## src/rtl/uart_pkg.sv

```systemverilog
// uart_pkg: shared types for the UART receive path.
// Provides rx_state_t, data-bit encodings and the rx_entry_t FIFO record.
package uart_pkg;

    typedef enum logic [2:0] {
        IDLE   = 3'd0,
        START  = 3'd1,
        DATA   = 3'd2,
        PARITY = 3'd3,
        STOP   = 3'd4
    } rx_state_t;

    localparam logic [1:0] DBITS_5 = 2'd0;
    localparam logic [1:0] DBITS_6 = 2'd1;
    localparam logic [1:0] DBITS_7 = 2'd2;
    localparam logic [1:0] DBITS_8 = 2'd3;

    typedef struct packed {
        logic       brk;
        logic       ferr;
        logic       perr;
        logic [7:0] data;
    } rx_entry_t;

    // Index of the last data bit for a given cfg_dbits encoding (4..7).
    function automatic logic [2:0] dbits_last(input logic [1:0] dbits);
        return 3'd4 + {1'b0, dbits};
    endfunction

endpackage

```

## src/rtl/uart_fifo.sv

```systemverilog
// uart_fifo: first-word-fall-through FIFO with level and drop indication.
// Ports: clk_i, reset_i, push_i, pop_i, wdata_i -> rdata_o (head), lvl_o,
//        full_o, empty_o, drop_o (push refused because full without pop).
module uart_fifo #(
    parameter  int WIDTH = 11,
    parameter  int DEPTH = 16,
    localparam int AW    = $clog2(DEPTH),
    localparam int LW    = AW + 1
) (
    input  logic             clk_i,
    input  logic             reset_i,
    input  logic             push_i,
    input  logic             pop_i,
    input  logic [WIDTH-1:0] wdata_i,
    output logic [WIDTH-1:0] rdata_o,
    output logic [LW-1:0]    lvl_o,
    output logic             full_o,
    output logic             empty_o,
    output logic             drop_o
);

    logic [WIDTH-1:0] mem_q [DEPTH];
    logic [AW-1:0]    wr_q, wr_d;
    logic [AW-1:0]    rd_q, rd_d;
    logic [LW-1:0]    lvl_q, lvl_d;
    logic             do_push;
    logic             do_pop;

    assign full_o  = (lvl_q == LW'(DEPTH));
    assign empty_o = (lvl_q == '0);
    assign lvl_o   = lvl_q;
    assign rdata_o = mem_q[rd_q];

    always_comb begin
        do_pop  = pop_i & ~empty_o;
        // A pop in the same cycle frees the slot a full FIFO needs.
        do_push = push_i & (~full_o | do_pop);
        drop_o  = push_i & ~do_push;
        wr_d    = wr_q;
        rd_d    = rd_q;
        lvl_d   = lvl_q;
        if (do_push) begin
            wr_d = wr_q + 1'b1;
        end
        if (do_pop) begin
            rd_d = rd_q + 1'b1;
        end
        unique case ({do_push, do_pop})
            2'b10:   lvl_d = lvl_q + 1'b1;
            2'b01:   lvl_d = lvl_q - 1'b1;
            default: lvl_d = lvl_q;
        endcase
    end

    always_ff @(posedge clk_i) begin
        if (reset_i) begin
            wr_q  <= '0;
            rd_q  <= '0;
            lvl_q <= '0;
        end else begin
            wr_q  <= wr_d;
            rd_q  <= rd_d;
            lvl_q <= lvl_d;
        end
    end

    always_ff @(posedge clk_i) begin
        if (do_push) begin
            mem_q[wr_q] <= wdata_i;
        end
    end

endmodule

```

## src/rtl/uart_rx_ext.sv

```systemverilog
// uart_rx_ext: oversampled UART receiver (5-8N/E/O 1/2) with tagged RX FIFO.
// In: clk_i, reset_i, osr_tick_i, rx_data_i, rx_en_i, cfg_*, FIFO pop/clear,
//     rx_thresh_i. Out: busy, overrun, level/valid/head data+flags, threshold,
//     timeout. Define UART_RX_TIMEOUT_EN to build the character-timeout counter.
module uart_rx_ext
    import uart_pkg::*;
#(
    parameter  int OSR          = 16,
    parameter  int FIFO_DEPTH   = 16,
    parameter  int TIMEOUT_BITS = 40,
    localparam int LVL_W        = $clog2(FIFO_DEPTH) + 1
) (
    input  logic             clk_i,
    input  logic             reset_i,
    input  logic             osr_tick_i,
    input  logic             rx_data_i,
    input  logic             rx_en_i,
    input  logic [1:0]       cfg_dbits_i,
    input  logic             cfg_par_en_i,
    input  logic             cfg_par_odd_i,
    input  logic             cfg_stop2_i,
    input  logic             rx_fifo_ren_i,
    input  logic             rx_clr_ovrn_i,
    input  logic [LVL_W-1:0] rx_thresh_i,
    output logic             rx_busy_o,
    output logic             rx_ovrn_o,
    output logic [LVL_W-1:0] rx_lvl_o,
    output logic             rx_valid_o,
    output logic [7:0]       rx_data_o,
    output logic             rx_perr_o,
    output logic             rx_ferr_o,
    output logic             rx_brk_o,
    output logic             rx_thresh_o,
    output logic             rx_timeout_o
);

    localparam int TICK_W = $clog2(OSR);
    localparam logic [TICK_W-1:0] TICK_LAST = TICK_W'(OSR - 1);
    localparam logic [TICK_W-1:0] HALF_LAST = TICK_W'(OSR / 2 - 1);

    logic              sync1_q, sync2_q;
    logic              rx_s;
    rx_state_t         state_q, state_d;
    logic [TICK_W-1:0] tick_cnt_q, tick_cnt_d;
    logic [2:0]        bit_cnt_q, bit_cnt_d;
    logic [7:0]        data_q, data_d;
    logic              par_q, par_d;
    logic              ferr_q, ferr_d;
    logic              stop_cnt_q, stop_cnt_d;
    logic              armed_q, armed_d;
    logic [1:0]        dbits_q, dbits_d;
    logic              par_en_q, par_en_d;
    logic              par_odd_q, par_odd_d;
    logic              stop2_q, stop2_d;
    logic              ovrn_q, ovrn_d;
    logic              push;
    logic              frame_ferr;
    rx_entry_t         push_entry;
    rx_entry_t         head_entry;
    logic              fifo_full;
    logic              fifo_empty;
    logic              fifo_drop;

    assign rx_s = sync2_q;

    always_comb begin
        state_d    = state_q;
        tick_cnt_d = tick_cnt_q;
        bit_cnt_d  = bit_cnt_q;
        data_d     = data_q;
        par_d      = par_q;
        ferr_d     = ferr_q;
        stop_cnt_d = stop_cnt_q;
        armed_d    = armed_q;
        dbits_d    = dbits_q;
        par_en_d   = par_en_q;
        par_odd_d  = par_odd_q;
        stop2_d    = stop2_q;
        push       = 1'b0;

        // Entry fields fold in the stop sample taken on the push cycle.
        frame_ferr      = ferr_q | ~rx_s;
        push_entry.data = data_q;
        push_entry.perr = par_en_q & ((^data_q ^ par_q) != par_odd_q);
        push_entry.ferr = frame_ferr;
        push_entry.brk  = (data_q == 8'h00) & (~par_en_q | ~par_q)
                        & frame_ferr;

        unique case (state_q)
            IDLE: begin
                if (rx_s) begin
                    armed_d = 1'b1;
                end else if (armed_q && osr_tick_i) begin
                    state_d    = START;
                    tick_cnt_d = '0;
                    data_d     = '0;
                    par_d      = 1'b0;
                    ferr_d     = 1'b0;
                    dbits_d    = cfg_dbits_i;
                    par_en_d   = cfg_par_en_i;
                    par_odd_d  = cfg_par_odd_i;
                    stop2_d    = cfg_stop2_i;
                end
            end
            START: begin
                if (osr_tick_i) begin
                    if (tick_cnt_q == HALF_LAST) begin
                        tick_cnt_d = '0;
                        bit_cnt_d  = '0;
                        state_d    = rx_s ? IDLE : DATA;
                    end else begin
                        tick_cnt_d = tick_cnt_q + 1'b1;
                    end
                end
            end
            DATA: begin
                if (osr_tick_i) begin
                    if (tick_cnt_q == TICK_LAST) begin
                        tick_cnt_d        = '0;
                        data_d[bit_cnt_q] = rx_s;
                        bit_cnt_d         = bit_cnt_q + 1'b1;
                        if (bit_cnt_q == dbits_last(dbits_q)) begin
                            stop_cnt_d = 1'b0;
                            state_d    = par_en_q ? PARITY : STOP;
                        end
                    end else begin
                        tick_cnt_d = tick_cnt_q + 1'b1;
                    end
                end
            end
            PARITY: begin
                if (osr_tick_i) begin
                    if (tick_cnt_q == TICK_LAST) begin
                        tick_cnt_d = '0;
                        par_d      = rx_s;
                        stop_cnt_d = 1'b0;
                        state_d    = STOP;
                    end else begin
                        tick_cnt_d = tick_cnt_q + 1'b1;
                    end
                end
            end
            STOP: begin
                if (osr_tick_i) begin
                    if (tick_cnt_q == TICK_LAST) begin
                        tick_cnt_d = '0;
                        ferr_d     = frame_ferr;
                        if (stop_cnt_q == stop2_q) begin
                            // Disarm so a held-low line cannot retrigger.
                            push    = 1'b1;
                            armed_d = 1'b0;
                            state_d = IDLE;
                        end else begin
                            stop_cnt_d = 1'b1;
                        end
                    end else begin
                        tick_cnt_d = tick_cnt_q + 1'b1;
                    end
                end
            end
            default: state_d = IDLE;
        endcase

        if (!rx_en_i) begin
            state_d = IDLE;
            armed_d = 1'b0;
            push    = 1'b0;
        end
    end

    always_comb begin
        ovrn_d = ovrn_q;
        if (fifo_drop) begin
            ovrn_d = 1'b1;
        end else if (rx_clr_ovrn_i) begin
            ovrn_d = 1'b0;
        end
    end

    always_ff @(posedge clk_i) begin
        if (reset_i) begin
            sync1_q    <= 1'b1;
            sync2_q    <= 1'b1;
            state_q    <= IDLE;
            tick_cnt_q <= '0;
            bit_cnt_q  <= '0;
            data_q     <= '0;
            par_q      <= 1'b0;
            ferr_q     <= 1'b0;
            stop_cnt_q <= 1'b0;
            armed_q    <= 1'b0;
            dbits_q    <= DBITS_8;
            par_en_q   <= 1'b0;
            par_odd_q  <= 1'b0;
            stop2_q    <= 1'b0;
            ovrn_q     <= 1'b0;
        end else begin
            sync1_q    <= rx_data_i;
            sync2_q    <= sync1_q;
            state_q    <= state_d;
            tick_cnt_q <= tick_cnt_d;
            bit_cnt_q  <= bit_cnt_d;
            data_q     <= data_d;
            par_q      <= par_d;
            ferr_q     <= ferr_d;
            stop_cnt_q <= stop_cnt_d;
            armed_q    <= armed_d;
            dbits_q    <= dbits_d;
            par_en_q   <= par_en_d;
            par_odd_q  <= par_odd_d;
            stop2_q    <= stop2_d;
            ovrn_q     <= ovrn_d;
        end
    end

    uart_fifo #(
        .WIDTH ($bits(rx_entry_t)),
        .DEPTH (FIFO_DEPTH)
    ) u_fifo (
        .clk_i   (clk_i),
        .reset_i (reset_i),
        .push_i  (push),
        .pop_i   (rx_fifo_ren_i),
        .wdata_i (push_entry),
        .rdata_o (head_entry),
        .lvl_o   (rx_lvl_o),
        .full_o  (fifo_full),
        .empty_o (fifo_empty),
        .drop_o  (fifo_drop)
    );

    // Head fields are masked so an empty FIFO presents all zeros.
    assign rx_valid_o  = ~fifo_empty;
    assign rx_data_o   = rx_valid_o ? head_entry.data : 8'h00;
    assign rx_perr_o   = rx_valid_o & head_entry.perr;
    assign rx_ferr_o   = rx_valid_o & head_entry.ferr;
    assign rx_brk_o    = rx_valid_o & head_entry.brk;
    assign rx_busy_o   = (state_q != IDLE);
    assign rx_ovrn_o   = ovrn_q;
    assign rx_thresh_o = (rx_thresh_i != '0) && (rx_lvl_o >= rx_thresh_i);

`ifdef UART_RX_TIMEOUT_EN
    localparam int TO_W = $clog2(TIMEOUT_BITS + 1);
    localparam logic [TO_W-1:0] TO_LAST = TO_W'(TIMEOUT_BITS - 1);

    logic [TICK_W-1:0] to_tick_q, to_tick_d;
    logic [TO_W-1:0]   to_bits_q, to_bits_d;
    logic              timeout_q, timeout_d;

    always_comb begin
        to_tick_d = to_tick_q;
        to_bits_d = to_bits_q;
        timeout_d = timeout_q;
        if (push || (rx_fifo_ren_i && rx_valid_o)) begin
            to_tick_d = '0;
            to_bits_d = '0;
            timeout_d = 1'b0;
        end else if (state_q == IDLE && rx_valid_o && osr_tick_i
                     && !timeout_q) begin
            if (to_tick_q == TICK_LAST) begin
                to_tick_d = '0;
                to_bits_d = to_bits_q + 1'b1;
                if (to_bits_q == TO_LAST) begin
                    timeout_d = 1'b1;
                end
            end else begin
                to_tick_d = to_tick_q + 1'b1;
            end
        end
    end

    always_ff @(posedge clk_i) begin
        if (reset_i) begin
            to_tick_q <= '0;
            to_bits_q <= '0;
            timeout_q <= 1'b0;
        end else begin
            to_tick_q <= to_tick_d;
            to_bits_q <= to_bits_d;
            timeout_q <= timeout_d;
        end
    end

    assign rx_timeout_o = timeout_q;
`else
    logic unused_timeout_cfg;
    assign unused_timeout_cfg = ^TIMEOUT_BITS;
    assign rx_timeout_o       = 1'b0;
`endif

endmodule

```

## config.mk

```make
export PLATFORM = sky130hd
export DESIGN_NAME = uart_rx_ext
export DESIGN_NICKNAME = d
export VERILOG_FILES = /design/src/rtl/uart_pkg.sv /design/src/rtl/uart_fifo.sv /design/src/rtl/uart_rx_ext.sv
export SDC_FILE = /design/constraint.sdc
export NUM_CORES = 1
export LEC_CHECK = 0
export CAP_MARGIN = 10
export CELL_PAD_IN_SITES_DETAIL_PLACEMENT = 1
export CELL_PAD_IN_SITES_GLOBAL_PLACEMENT = 1
export CORE_MARGIN = 2
export CORE_UTILIZATION = 45
export CTS_BUF_LIST = sky130_fd_sc_hd__clkbuf_8 sky130_fd_sc_hd__clkbuf_16
export DETAILED_ROUTE_END_ITERATION = 8
export PLACE_DENSITY_LB_ADDON = 0.3
export SYNTH_ARGS = -nofsm -noshare
export SYNTH_HDL_FRONTEND = slang
export SYNTH_HIERARCHICAL = 1
export SYNTH_SLANG_ARGS = --single-unit
```

## constraint.sdc

```tcl
create_clock -name clk_i -period 5.6 [get_ports clk_i]
set_input_delay 1.12 -clock clk_i [delete_from_list [all_inputs] [get_ports clk_i]]
set_output_delay 1.12 -clock clk_i [all_outputs]
set_load 0.02 [all_outputs]
```

== Word-level counts from Yosys, hierarchy flattened ==
Memory sizes are Yosys's and may differ from the RTL's. A register that Yosys moved wholly into a read port is not among the register bits.
Index checks and enable logic that the tools add are counted.

* Flip-flop bits (word level): 43
* Bits in writable memories: 176
* Input port bits: 17
* Output and inout port bits: 21
* Word-level logic and storage cells: 174
* Memories: 1

{| class="wikitable"
|+ Memories
! name !! words !! bits a word !! read ports !! clocked after Yosys merged registers in !! write ports !! line !! RTL
|-
| u_fifo.mem_q || 16 || 11 || 1 || 1 || 1 || uart_fifo.sv:22 || <nowiki>logic [WIDTH-1:0] mem_q [DEPTH];</nowiki>
|}

* Add/sub/neg operators: 7
* Order comparisons: 3
* Equality and inequality tests: 27
* Muxes and demuxes: 70
* Bitwise operators: 20
* Reduce and logical (&&, ||, !) cells: 28

{| class="wikitable"
|+ Operators by type and width
! cell !! number
|-
| $mux 3 || 17
|-
| $mux 8 || 5
|-
| $mux 4 || 8
|-
| $reduce_and 5->1 || 6
|-
| $mux 1 || 28
|-
| $ne 2x2->1 const B || 14
|-
| $pmux 8 s2 || 1
|-
| $pmux 3 s5 || 1
|-
| $add 4x1->4 const B || 3
|-
| $pmux 4 s3 || 1
|-
| $reduce_and 12->1 || 1
|-
| $reduce_bool 2->1 || 6
|-
| $pmux 5 s2 || 1
|-
| $and 1x1->1 || 9
|-
| $reduce_and 9->1 || 1
|-
| $reduce_bool 3->1 || 3
|-
| $bwmux 8 || 1
|-
| $logic_not 8->1 || 1
|-
| $reduce_xor 8->1 || 1
|-
| $not 1->1 || 7
|-
| $eq 3x2->1 const B || 2
|-
| $pmux 1 s2 || 3
|-
| $pmux 3 s2 || 1
|-
| $add 5x1->5 const B || 1
|-
| other kinds (29) || 33
|}

== Longest topological paths before layout ==
* Word-level depth: 10
* Gate-level depth with buffers: 13
* Depth with buffers taken out: 12

== Modules after synthesis ==
The synthesis kept the hierarchy.

{| class="wikitable"
|+ Modules (own cells, without submodules)
! module !! times used !! cells an instance !! area an instance (µm²) !! sequential area each (µm²)
|-
| uart_fifo || 1 || 396 || 7,644.8 || 5,625.4
|-
| uart_rx_ext || 1 || 250 || 1,984.4 || 600.6
|}

== Least setup slack after synthesis ==
OpenSTA, ideal clock, no wires.

* Kind: input -> register
* Start: input port osr_tick_i
* End: register u_fifo.lvl_q[4], in the netlist u_fifo/lvl_o[4]
* Setup time: 0.134 ns
* Arrival time: 3.368 ns
* Data required time: 5.466 ns
* Setup slack: 2.098 ns
* Cell stages on the path: 13
* Buffers on the path: 2
* Cells stage by stage: buf_4 > nand4_2 > nor2_1 > and3_1 > clkbuf_1 > nor2b_1 > o21ai_4 > inv_2 > ha_1 > nand2b_1 > o2bb2ai_1 > a2111oi_0 > or4_1

* Longest elaborated chain between the ends: 6
* Elaborated cells between the ends (all ways): 8
* Those cells by class: eq/ne (2); mux (4); bitwise (1); reduce/logical (1)

{| class="wikitable"
|+ Ends and longest elaborated chain
! what !! line !! RTL
|-
| start, declared || uart_rx_ext.sv:15 || <nowiki>input logic osr_tick_i,</nowiki>
|-
| $mux 1 (*) || uart_rx_ext.sv:144 || <nowiki>if (osr_tick_i) begin</nowiki>
|-
| $mux 1 (*) || uart_rx_ext.sv:89 || <nowiki>unique case (state_q)</nowiki>
|-
| $mux 1 (*) || uart_rx_ext.sv:164 || <nowiki>if (!rx_en_i) begin</nowiki>
|-
| via push || uart_rx_ext.sv:56 || <nowiki>logic push;</nowiki>
|-
| $and 1x1->1 (*) || uart_fifo.sv:37 || <nowiki>do_push = push_i & (~full_o | do_pop);</nowiki>
|-
| $eq 2x1->1 / $eq 2x2->1 (equally long branches) || uart_fifo.sv:48 || <nowiki>unique case ({do_push, do_pop})</nowiki>
|-
| $pmux 5 s2 / $reduce_bool 2->1 (equally long branches) || -- ||
|-
| end signal, assigned || uart_fifo.sv:63 || <nowiki>lvl_q <= lvl_d;</nowiki>
|-
| end, declared || uart_fifo.sv:25 || <nowiki>logic [LW-1:0] lvl_q, lvl_d;</nowiki>
|}

The timed path passes the listed nets; every way through them passes the cells marked *.
A chain may end at the register's enable or synchronous reset.

==> run summary <==
Netlist Area Pre-Place - 9630 sq um
antenna violations before repair - 0
Post-Layout Cell Count - 973
row cnt - 53
Post-CTS Setup Inserts - 0
clock slew at reported path FFs - 0.06 ns
worst min path class - register to register
Routed Antenna Nets - 0
final setup TNS - 0 ns
largest net degree at the start of global routing - 33
clock tree buffer depth - 3
Clock Sinks - 223
crit path launch type - register
GRT Resource Usage Total - 21.0%
CP required - 4.48 ns
skew final - 0.0210 ns
total CTS buffers - 24
Initial Util - 45.8%
Mapped Avg Cell Area - 14.9 sq um
Leak - 0.00385 uW
final net count - 718
Worst slew margin - 22.1%
# fillers - 2050
first-pass GRT wire length - 35500 um
Final GP Congestion - 0.856
# IOs - 38
most common cell after layout, fill and taps aside - edfxtp_1
Post-Synthesis Cells - 645
ant diodes - 0
vias per std cell - 5.78
multi-input logic area - 3140 sq um
crit path kind - register to primary output
DR iter-0 viols - 409
commonest non-fill, non-tap cells in the layout - edfxtp_1, dfxtp_1, mux4_2, nor2_1, clkdlybuf4s50_1
critical path peak fanout - 24
CTS root buffer - clkbuf_16
VDD IR max - 0.000175 V
Crit. End Element - primary output
worst slew pin tran - 1.16 ns
max_cap viols - 0
H-tree depth - 1
crit path DAT - 3.51 ns
Die Ht - 150 um
RSZ-0062 raised after global routing - no
core box area - 21000 sq um
Fmax - 0.216 GHz
DR WL/cell - 23.0 um
dpl ws - 1.24 ns
clk_lat worst skew - 0.52 ns
Syn. warnings - 6
CTS tree - built
WL final - 22400 um
HPWL Detailed - 14400 um
sequential cell area - 6230 sq um
area grow syn2layout - 14.3%
Setup WS post-layout - 0.973 ns
Setup Viol. Count Final - 0
hold buffer count at cts - 0
die width - 150 um
TritonRoute pass-1 iters - 4
DR vias - 5623
GR Overflow Total - 0
Port Buffers - 36
Final Hold Violating Endpoints - 0
DR DRC count - 0
Synthesized Nets - 682
max-slew violation count - 0
outcome - finished, final reports clean
# placed instances - 928
Total Die Area - 22600 sq um
PostCTS Resize Cnt - 0
number of global-route vias before repair - 6157
Tmin final - 4.63 ns
pwr/cell area - 305 nW/um^2
Final Cycle Share - 82.6%
share of cells above drive strength 1 - 14.9%
final cells by class:
cell class / count / area share [%]
Inverter: 28 / 0.955
Timing Repair Buffer: 42 / 3.72
Tap cell: 275 / 3.13
Clock buffer: 27 / 5.94
Clock inverter: 16 / 1.13
Multi-Input combinational cell: 362 / 28.5
Sequential cell: 223 / 56.6
worst max-delay path, cell delays in order, from the launching register on:
cell             delay [ns]
dfxtp_2                0.90
buf_4                  0.39
mux4_2                 0.59
a22oi_1                0.25
nand2_1                0.13
nor2b_1                0.15
clkdlybuf4s50_1        0.58
metal layers:
metal / wire (um) / GRT usage, %
met4: 473 / 5.80
met5: 0 / 0
met3: 1110 / 2.79
met1: 9320 / 27.5
met2: 11500 / 36.8
flip-flops by register name, summed over array words and instances (netlist names), 2 cells and up, named ones only:
signal,flops
bit_cnt_q,3
data_q,8
dbits_q,2
state_q,3
tick_cnt_q,4
u_fifo/lvl_o,5
u_fifo/mem_q,176
u_fifo/rd_q,4
u_fifo/wr_q,4
worst paths after layout:
kind | endpoint | cells past startpoint | slack [ns] | from
setup / recovery | rx_data_o[4] | 6 | 0.97 | register
hold / removal | rx_s | 1 | 0.41 | sync1_q
setup reg to reg | u_fifo/lvl_o[4] | 10 | 2.15 | state_q[0]
hold reg to reg | rx_s | 1 | 0.41 | sync1_q
power breakdown:
group,switching (uW),internal (uW)
clock,625,922
combinational,20.1,17.3
sequential,2.16,1770
stage by stage:
step | hold slack [ns] | instance area (sq um) | total power (uW) | utilization, %
after floorplan | 0.389 | 9630 | 1820 | -
after global placement | 0.401 | 10200 | 1840 | 48.6
after detailed placement | 0.401 | 10200 | 1840 | 48.6
after CTS | 0.419 | 11000 | 3380 | 52.3
after global routing | 0.451 | 11000 | 3450 | 52.3
final | 0.415 | 11000 | 3350 | 52.3
Note: power is estimated with default switching activity, not from simulation.
